$ cat src/rtl/store_commit_queue_pkg.sv
// Shared store-queue types: default depth and the 68-bit store entry.
package store_commit_queue_pkg;

    localparam int SCQ_DEPTH = 8;

    typedef struct packed {
        logic [31:0] addr;
        logic [31:0] data;
        logic [3:0]  wstrb;
    } store_entry_t;

    localparam int SCQ_ENTRY_W = $bits(store_entry_t);

endpackage

$ cat src/rtl/store_queue_ram.sv
// Store entry storage, DEPTH x 68 bits, payload is never reset.
// Latency: write visible at the next edge, read is combinational.
// Backpressure: none; the owner only writes slots it has allocated.
module store_queue_ram
    import store_commit_queue_pkg::*;
#(
    parameter int DEPTH = SCQ_DEPTH,
    parameter int AW    = $clog2(DEPTH)
) (
    input  logic                   clk,
    input  logic                   wr_en,
    input  logic [AW-1:0]          wr_idx,
    input  logic [SCQ_ENTRY_W-1:0] wr_dat,
    input  logic [AW-1:0]          rd_idx,
    output logic [SCQ_ENTRY_W-1:0] rd_dat
);

    logic [SCQ_ENTRY_W-1:0] mem [DEPTH];

    always_ff @(posedge clk) begin
        if (wr_en) begin
            mem[wr_idx] <= wr_dat;
        end
    end

    assign rd_dat = mem[rd_idx];

endmodule

$ cat src/rtl/store_commit_queue.sv
// In-order store queue: allocate at tail, commit at cptr, drain to D-cache from head.
// Latency: a committed store requests the D-cache the cycle after its commit edge.
// Backpressure: push_ready drops when full or flushing; drain stalls while dc_ack is low.
module store_commit_queue
    import store_commit_queue_pkg::*;
#(
    parameter int DEPTH = SCQ_DEPTH
) (
    input  logic                   clk,
    input  logic                   rst,
    input  logic                   push_valid,
    input  logic [31:0]            push_addr,
    input  logic [31:0]            push_data,
    input  logic [3:0]             push_wstrb,
    output logic                   push_ready,
    input  logic                   fire0,
    input  logic                   fire1,
    input  logic                   flush,
    output logic                   dc_req,
    output logic [31:0]            dc_addr,
    output logic [31:0]            dc_data,
    output logic [3:0]             dc_wstrb,
    input  logic                   dc_ack,
    output logic                   full,
    output logic                   empty,
    output logic                   err,
    output logic [$clog2(DEPTH):0] cmt_cnt
);

    localparam int AW = $clog2(DEPTH);
    localparam int PW = AW + 1;

    // Pointers carry one extra wrap bit so full and empty are distinguishable.
    logic [PW-1:0] head_q;
    logic [PW-1:0] cptr_q;
    logic [PW-1:0] tail_q;
    logic          err_q;

    logic [PW-1:0] occ;
    logic [PW-1:0] uncmt;
    logic [PW-1:0] fire_n;
    logic [PW-1:0] cptr_post;
    logic          over_commit;
    logic          push_go;
    logic          drain_go;

    store_entry_t  wr_ent;
    store_entry_t  rd_ent;

    assign occ        = tail_q - head_q;
    assign full       = (occ == PW'(DEPTH));
    assign empty      = (occ == '0);
    assign push_ready = !full && !flush;
    assign push_go    = push_valid && push_ready;

    // Commits only cover stores already allocated; a same-cycle push is never committable.
    assign fire_n      = PW'(fire0) + PW'(fire1);
    assign uncmt       = tail_q - cptr_q;
    assign over_commit = (fire_n > uncmt);
    assign cptr_post   = over_commit ? tail_q : (cptr_q + fire_n);

    // dc_req depends on registered pointers only, so dc_ack never reaches it combinationally.
    assign dc_req   = (head_q != cptr_q);
    assign drain_go = dc_req && dc_ack;
    assign cmt_cnt  = cptr_q - head_q;
    assign err      = err_q;

    always_ff @(posedge clk or negedge rst) begin
        if (!rst) begin
            head_q <= '0;
            cptr_q <= '0;
            tail_q <= '0;
            err_q  <= 1'b0;
        end else begin
            head_q <= head_q + PW'(drain_go);
            cptr_q <= cptr_post;
            // Flush drops everything past the post-commit boundary.
            if (flush) begin
                tail_q <= cptr_post;
            end else if (push_go) begin
                tail_q <= tail_q + PW'(1);
            end
            if (over_commit) begin
                err_q <= 1'b1;
            end
        end
    end

    assign wr_ent = '{addr: push_addr, data: push_data, wstrb: push_wstrb};

    store_queue_ram #(
        .DEPTH (DEPTH),
        .AW    (AW)
    ) u_ram (
        .clk    (clk),
        .wr_en  (push_go),
        .wr_idx (tail_q[AW-1:0]),
        .wr_dat (wr_ent),
        .rd_idx (head_q[AW-1:0]),
        .rd_dat (rd_ent)
    );

    assign dc_addr  = rd_ent.addr;
    assign dc_data  = rd_ent.data;
    assign dc_wstrb = rd_ent.wstrb;

endmodule

$ cat config.mk
export PLATFORM = sky130hd
export DESIGN_NAME = store_commit_queue
export DESIGN_NICKNAME = d
export VERILOG_FILES = /design/src/rtl/store_commit_queue_pkg.sv /design/src/rtl/store_queue_ram.sv /design/src/rtl/store_commit_queue.sv
export SDC_FILE = /design/constraint.sdc
export NUM_CORES = 1
export LEC_CHECK = 0
export ABC_CLOCK_PERIOD_IN_PS = 7600
export CAP_MARGIN = 20
export CORE_UTILIZATION = 39
export CTS_CLUSTER_DIAMETER = 80
export DETAILED_ROUTE_END_ITERATION = 16
export HOLD_SLACK_MARGIN = 0.06
export SLEW_MARGIN = 5
export SYNTH_ARGS = -nofsm -noshare
export SYNTH_HDL_FRONTEND = slang
export SYNTH_HIERARCHICAL = 1
export SYNTH_SLANG_ARGS = --single-unit
$ cat constraint.sdc
create_clock -name clk -period 7.6 [get_ports clk]
set_input_delay 1.9 -clock clk [delete_from_list [all_inputs] [get_ports clk]]
set_output_delay 1.9 -clock clk [all_outputs]
set_load 0.005 [all_outputs]
* After elaboration in Yosys (flattened, before gate mapping)
Memories as Yosys holds them, arrays and structs flattened.
Cells that the tools add are included.
** Cells by class
- $add $sub $neg :: 7
- Order comparisons :: 1
- Equality and inequality tests :: 2
- Muxes and demuxes :: 5
- Reductions and logical operators :: 7
** Operators with widths (number)
- 2-to-1 mux 4 bit :: 3
- subtractor 4 bit :: 3
- adder 4 x 1 -> 4 bit :: 1
- adder 4 x 1 -> 4 bit, second input constant :: 1
- adder 4 x 2 -> 4 bit :: 1
- == test 4 bit, second input constant :: 1
- greater-than comparator 2 x 4 -> 1 bit :: 1
- zero test 4 bit :: 1
- inequality test 4 bit :: 1
- logical AND 1 bit :: 3
- adder 1 x 1 -> 2 bit :: 1
- zero test 1 bit :: 2
- 2-to-1 mux 1 bit :: 2
- nonzero test 2 bit :: 1
** Word-level totals
- Flip-flop bits (word level) :: 13
- Bits in writable memories :: 544
- Input bits :: 75
- Output and inout port bits :: 77
- Logic and storage cells :: 27
- Memories :: 1
** Memories
- u_ram.mem :: words 8, bits a word 68, rd ports 1, clocked after Yosys merged registers in 0, write ports 1, RTL line store_queue_ram.sv:18 : logic [SCQ_ENTRY_W-1:0] mem [DEPTH];

* Logic depth before layout (Yosys ltp)
- Depth after elaboration :: 7
- Depth in mapped cells :: 9
- Mapped depth without buffers :: 9

* Cells and area by module
Netlist, hierarchy kept.
** Modules (own cells, without submodules)
- store_queue_ram :: instances 1, cells an instance 799, area each 20435.8 µm², sequential area each 16335.7 µm²
- store_commit_queue :: instances 1, cells an instance 122, area each 1182.4 µm², sequential area each 325.3 µm²

* Worst setup path before layout
OpenSTA, ideal clock, no wires.
- Path kind :: in2reg
- Start :: in flush
- End :: mem u_ram/mem[4][0] in the netlist's numbering (enable)
- Arrival time :: 6960 ps
- Required time :: 7022 ps
- Path slack :: 63 ps
- Stages :: 4
- Buffers on the path :: 1
- Path through :: clkbuf_1 > nor2_1 > nand2_1 > nor3_1
** Between the ends
- Word-level cells in the longest chain between the ends :: 5
** Ends and longest elaborated chain
- from (decl) :: RTL line store_commit_queue.sv:18 : input logic flush,
- zero test 1 bit :: RTL line store_commit_queue.sv:53 : assign push_ready = !full && !flush;
- logical AND 1 bit :: RTL line store_commit_queue.sv:53
- logical AND 1 bit :: RTL line store_commit_queue.sv:54 : assign push_go = push_valid && push_ready;
- net push_go :: RTL line store_commit_queue.sv:44 : logic push_go;
- 2-to-1 mux 1 bit :: RTL line store_queue_ram.sv:21 : if (wr_en) begin
- 2-to-1 mux 1 bit (implied by the code) :: RTL line store_queue_ram.sv:22 : mem[wr_idx] <= wr_dat;
- to (decl) :: RTL line store_queue_ram.sv:18
The timed path passes the listed nets, and every way through them passes these cells.

* Worst setup path after layout
- Start :: reg head_q[0]
- End :: out dc_addr[17]
** Between the ends
- Word-level cells in the longest chain between the ends :: 1
** Ends and longest elaborated chain
- from (decl) :: RTL line store_commit_queue.sv:34 : logic [PW-1:0] head_q;
- from (signal assigned) :: RTL line store_commit_queue.sv:75 : head_q <= head_q + PW'(drain_go);
- memory (8 x 68 bit)
- to (decl) :: RTL line store_commit_queue.sv:20 : output logic [31:0] dc_addr,
No other way between the ends.

==> flow_summary_export.csv <==
group,metric,value,unit
outcome,status,"finished clean",
worst_setup_path,worstReg2RegStart,"head_q[1]$_DFF_PN0_",
floorplan,row_count,85,
worst_setup_path,crit_end,"dc_addr[17]",
pwr,p_leak,0.00826,uW
min_path,hold_start,"err$_DFFE_PN0P_",
layout,final_layout_size_suffix_gt1_frac,0.283,
drt,drt-vias-per-instance,5.14,
clock_network,postCtsHoldBufs,0,
pwr,power_frac_comb,0.317,
logic_synthesis,synth_cell_types,44,
sta,final-setup-viol-count,0,
worst_setup_path,required,5.70,ns
sta,slew_headroom,0.352,
drt,firstDrtPassIters,4,
drt,drt_iter0_markers,649,
logic_synthesis,synth_top_family_by_area,"multiplexers",
floorplan,coreArea,54300,sq um
drt,dr_total_vias,9784,
placement,gp_congestion,0.746,
worst_setup_path,startpoint,"head_q[0]$_DFF_PN0_",
logic_synthesis,synthAdderAreaFrac,0.0126,
worst_setup_path,ff2ff_setup_slack,3.20,ns
placement,io_buffers,151,
layout,stdcell_area,25900,sq um
sta,final.min_clock_period,5.51,ns
pwr,p_int,7040,uW
logic_synthesis,synth_area_leader_cell,"edfxtp_1",
sta,rsz0062_at_grt,"false",
worst_setup_path,cpMaxStageDelayCell,"dfrtp_4",
floorplan,dieArea,56400,sq um
clock_network,cts_tree,"yes",
worst_setup_path,path_class,"flop to output pin",
pwr,p_sw_frac,0.276,
logic_synthesis,syn_area,21600,sq um
sta,fin_skew,0.0169,ns
drt,wire_per_inst,22.7,um
placement,dpl.cell_count,1795,
global_route,grt_pass1_wl,65.8,mm
global_route,grt-ovfl-total,0,
logic_synthesis,synth_area_leaders,"edfxtp_1, mux4_2, mux2_2",
logic_synthesis,synth-main-ff-cell,"edfxtp_1",
worst_setup_path,crit_chain,"buf_4 -> mux4_2 -> mux2_2 -> clkdlybuf4s50_1",
logic_synthesis,avgSynthCellArea,23.5,sq um
clock_network,cts_buffers,58,
clock_network,clock_sinks,557,
worst_setup_path,rr_worst_depth,9,
logic_synthesis,yosysWarningCount,6,
worst_setup_path,crit_path_end_kind,"output pin",
layout,fin_nets,1211,
pwr,p_clk_frac,0.279,
worst_setup_path,cp_max_fo,42,
placement,placed_area,24100,sq um
clock_network,cts_max_level,2,
global_route,first_global_vias,10400,
pwr,ir_worst_vdd,0.250,mV
worst_setup_path,critical_path_arrival,3.61,ns
logic_synthesis,synth_edf_count,544,
sta,slew_violations,0,
logic_synthesis,synth_mux_area_frac,0.179,
sta,tightest_slew,0.970,ns
global_route,antenna_found_initial,3,
sta,final-hold-violation-count,0,
floorplan,ios,152,
floorplan,die_w,237,um
drt,remaining_drc_errors,0,
pwr,finalPower,9730,uW
logic_synthesis,ys_ff_latch,557,
layout,syn2layout_area_growth,20.0,%
floorplan,start_util,0.398,
logic_synthesis,synthesis.nets,1016,
logic_synthesis,synth_cells,921,
sta,period_share,0.725,
clock_network,cts_buffer_depth,3,
clock_network,cts-resized-gates,0,
worst_setup_path,worst_path_largest_cell_delay,1.00,ns
clock_network,post_cts_buffers,0,
placement,dp_hpwl,23.6,mm
logic_synthesis,synth_top_area_share,0.756,
logic_synthesis,synth_xor_area_frac,0.00486,
min_path,min_path_cells,1,
clock_network,clk_latency,0.60,ns
worst_setup_path,crit-reg2reg-capture,"u_ram/mem[5][28]$_DFFE_PP_",
layout,stdcell_count,1902,
flow_run,maxCapViolCount,0,
pwr,power_frac_seq,0.403,
drt,postRouteAntennaNets,0,
worst_setup_path,critPathLaunchType,"flop",
logic_synthesis,synthArstFlopShare,0.0233,
clock_network,cts-root-buf,"clkbuf_16",
logic_synthesis,seq_area_frac_synth,0.771,
pwr,p_sw,2690,uW
logic_synthesis,synth_compound_area_frac,0.00695,
logic_synthesis,yosys.area_share.simple,0.0130,
floorplan,die_h,237,um
sta,setup_tns,0,ns
drt,routed_wl,43.2,mm
global_route,grt_max_degree,62,
min_path,hold_path.class,"flop to flop",
pwr,powerDensity,375,nW/um^2
sta,clock.fmax,181,MHz
clock_network,clkSlewWorstSetupHoldPaths,0.06,ns
global_route,grt_usage,0.157,
-- state kept, by name, summed over array words and instances (netlist names) --
signal / count
err: 1
tail_q: 4
head_q: 4
cptr_q: 4
u_ram/mem: 544
-- worst min path at each step --
stage                                 end  slack [ns]
after floorplan           err$_DFFE_PN0P_        0.46
after global placement    err$_DFFE_PN0P_        0.47
after detailed placement  err$_DFFE_PN0P_        0.47
after CTS                 err$_DFFE_PN0P_        0.49
after global routing      err$_DFFE_PN0P_        0.51
final                     err$_DFFE_PN0P_        0.49
-- layout by cell type (no fill, tap or decap), types with 4 or more instances in the layout --
cell type	instances
xnor2_1	8
clkbuf_1	8
nand2_1	9
mux4_2	136
clkdlybuf4s50_1	151
inv_1	16
buf_4	21
edfxtp_1	544
dfrtp_1	10
clkinv_2	13
bufinv_16	5
clkinv_1	15
nor2_4	6
xor2_1	4
clkbuf_16	59
a21oi_1	8
ha_1	17
mux2_2	70
nor2_1	7
-- cell usage after synthesis, drive strengths merged, types with 4 or more instances --
cell type	instances
edfxtp	544
mux4	136
mux2	70
buf	25
ha	17
inv	16
clkbuf	14
dfrtp	13
nor2	13
nand2	9
a21oi	8
xnor2	8
nor3	5
nor4	4
xor2	4
-- power groups by stage --
stage               logic (uW)  registers (uW)  clock network (uW)
detailed placement        3150            4010                   0
finish                    3090            3920                2720
floorplan                 2030            3820                   0
CTS                       3180            3940                2790
global route              3350            3970                2920
global placement          3140            3990                   0
-- layout make-up --
cell class                      count  area [sq um]
Fill cell                        4424         28400
Sequential cell                   557         16700
Multi-Input combinational cell    309          4740
Timing Repair Buffer              174          1710
Clock buffer                       67          1510
Tap cell                          739           925
Clock inverter                     38           328
Inverter                           16          60.1
Antenna cell                        2          5.00
-- layer usage --
layer / vias up / wire (um) / global-route usage
li1: 4283 / - / -
met1: 5226 / 19400 / 0.224
met2: 202 / 20800 / 0.247
met3: 67 / 2150 / 0.0341
met4: 6 / 820 / 0.0401
met5: - / 41 / 0
-- worst max-delay path: cells and delay by family (launching register included) --
family | cells | cell delay (ns)
multiplexers | 2 | 0.90
buffers and inverters | 2 | 1.08
flip-flops | 1 | 1.00
-- per-stage QoR --
| step | util | hold WS [ns] | worst slack (ns) |
|---|---|---|---|
| final | 0.477 | 0.486 | 2.09 |
| after global routing | 0.477 | 0.508 | 1.76 |
| after CTS | 0.477 | 0.491 | 1.91 |
| after detailed placement | 0.443 | 0.475 | 2.53 |
| after global placement | 0.443 | 0.475 | 2.51 |
| after floorplan | - | 0.465 | 0.0626 |
-- logic make-up (layout without fill, tap and decap cells) --
kind of cell | after synthesis | after routing
flops | 557 | 557
mux | 208 | 208
buf+inv | 55 | 295
simple gates | 48 | 48
compound gates | 21 | 21
fa+ha+maj | 20 | 20
xor+xnor | 12 | 12
other cells | 0 | 2
No activity file was read; power rests on OpenSTA's default activity.
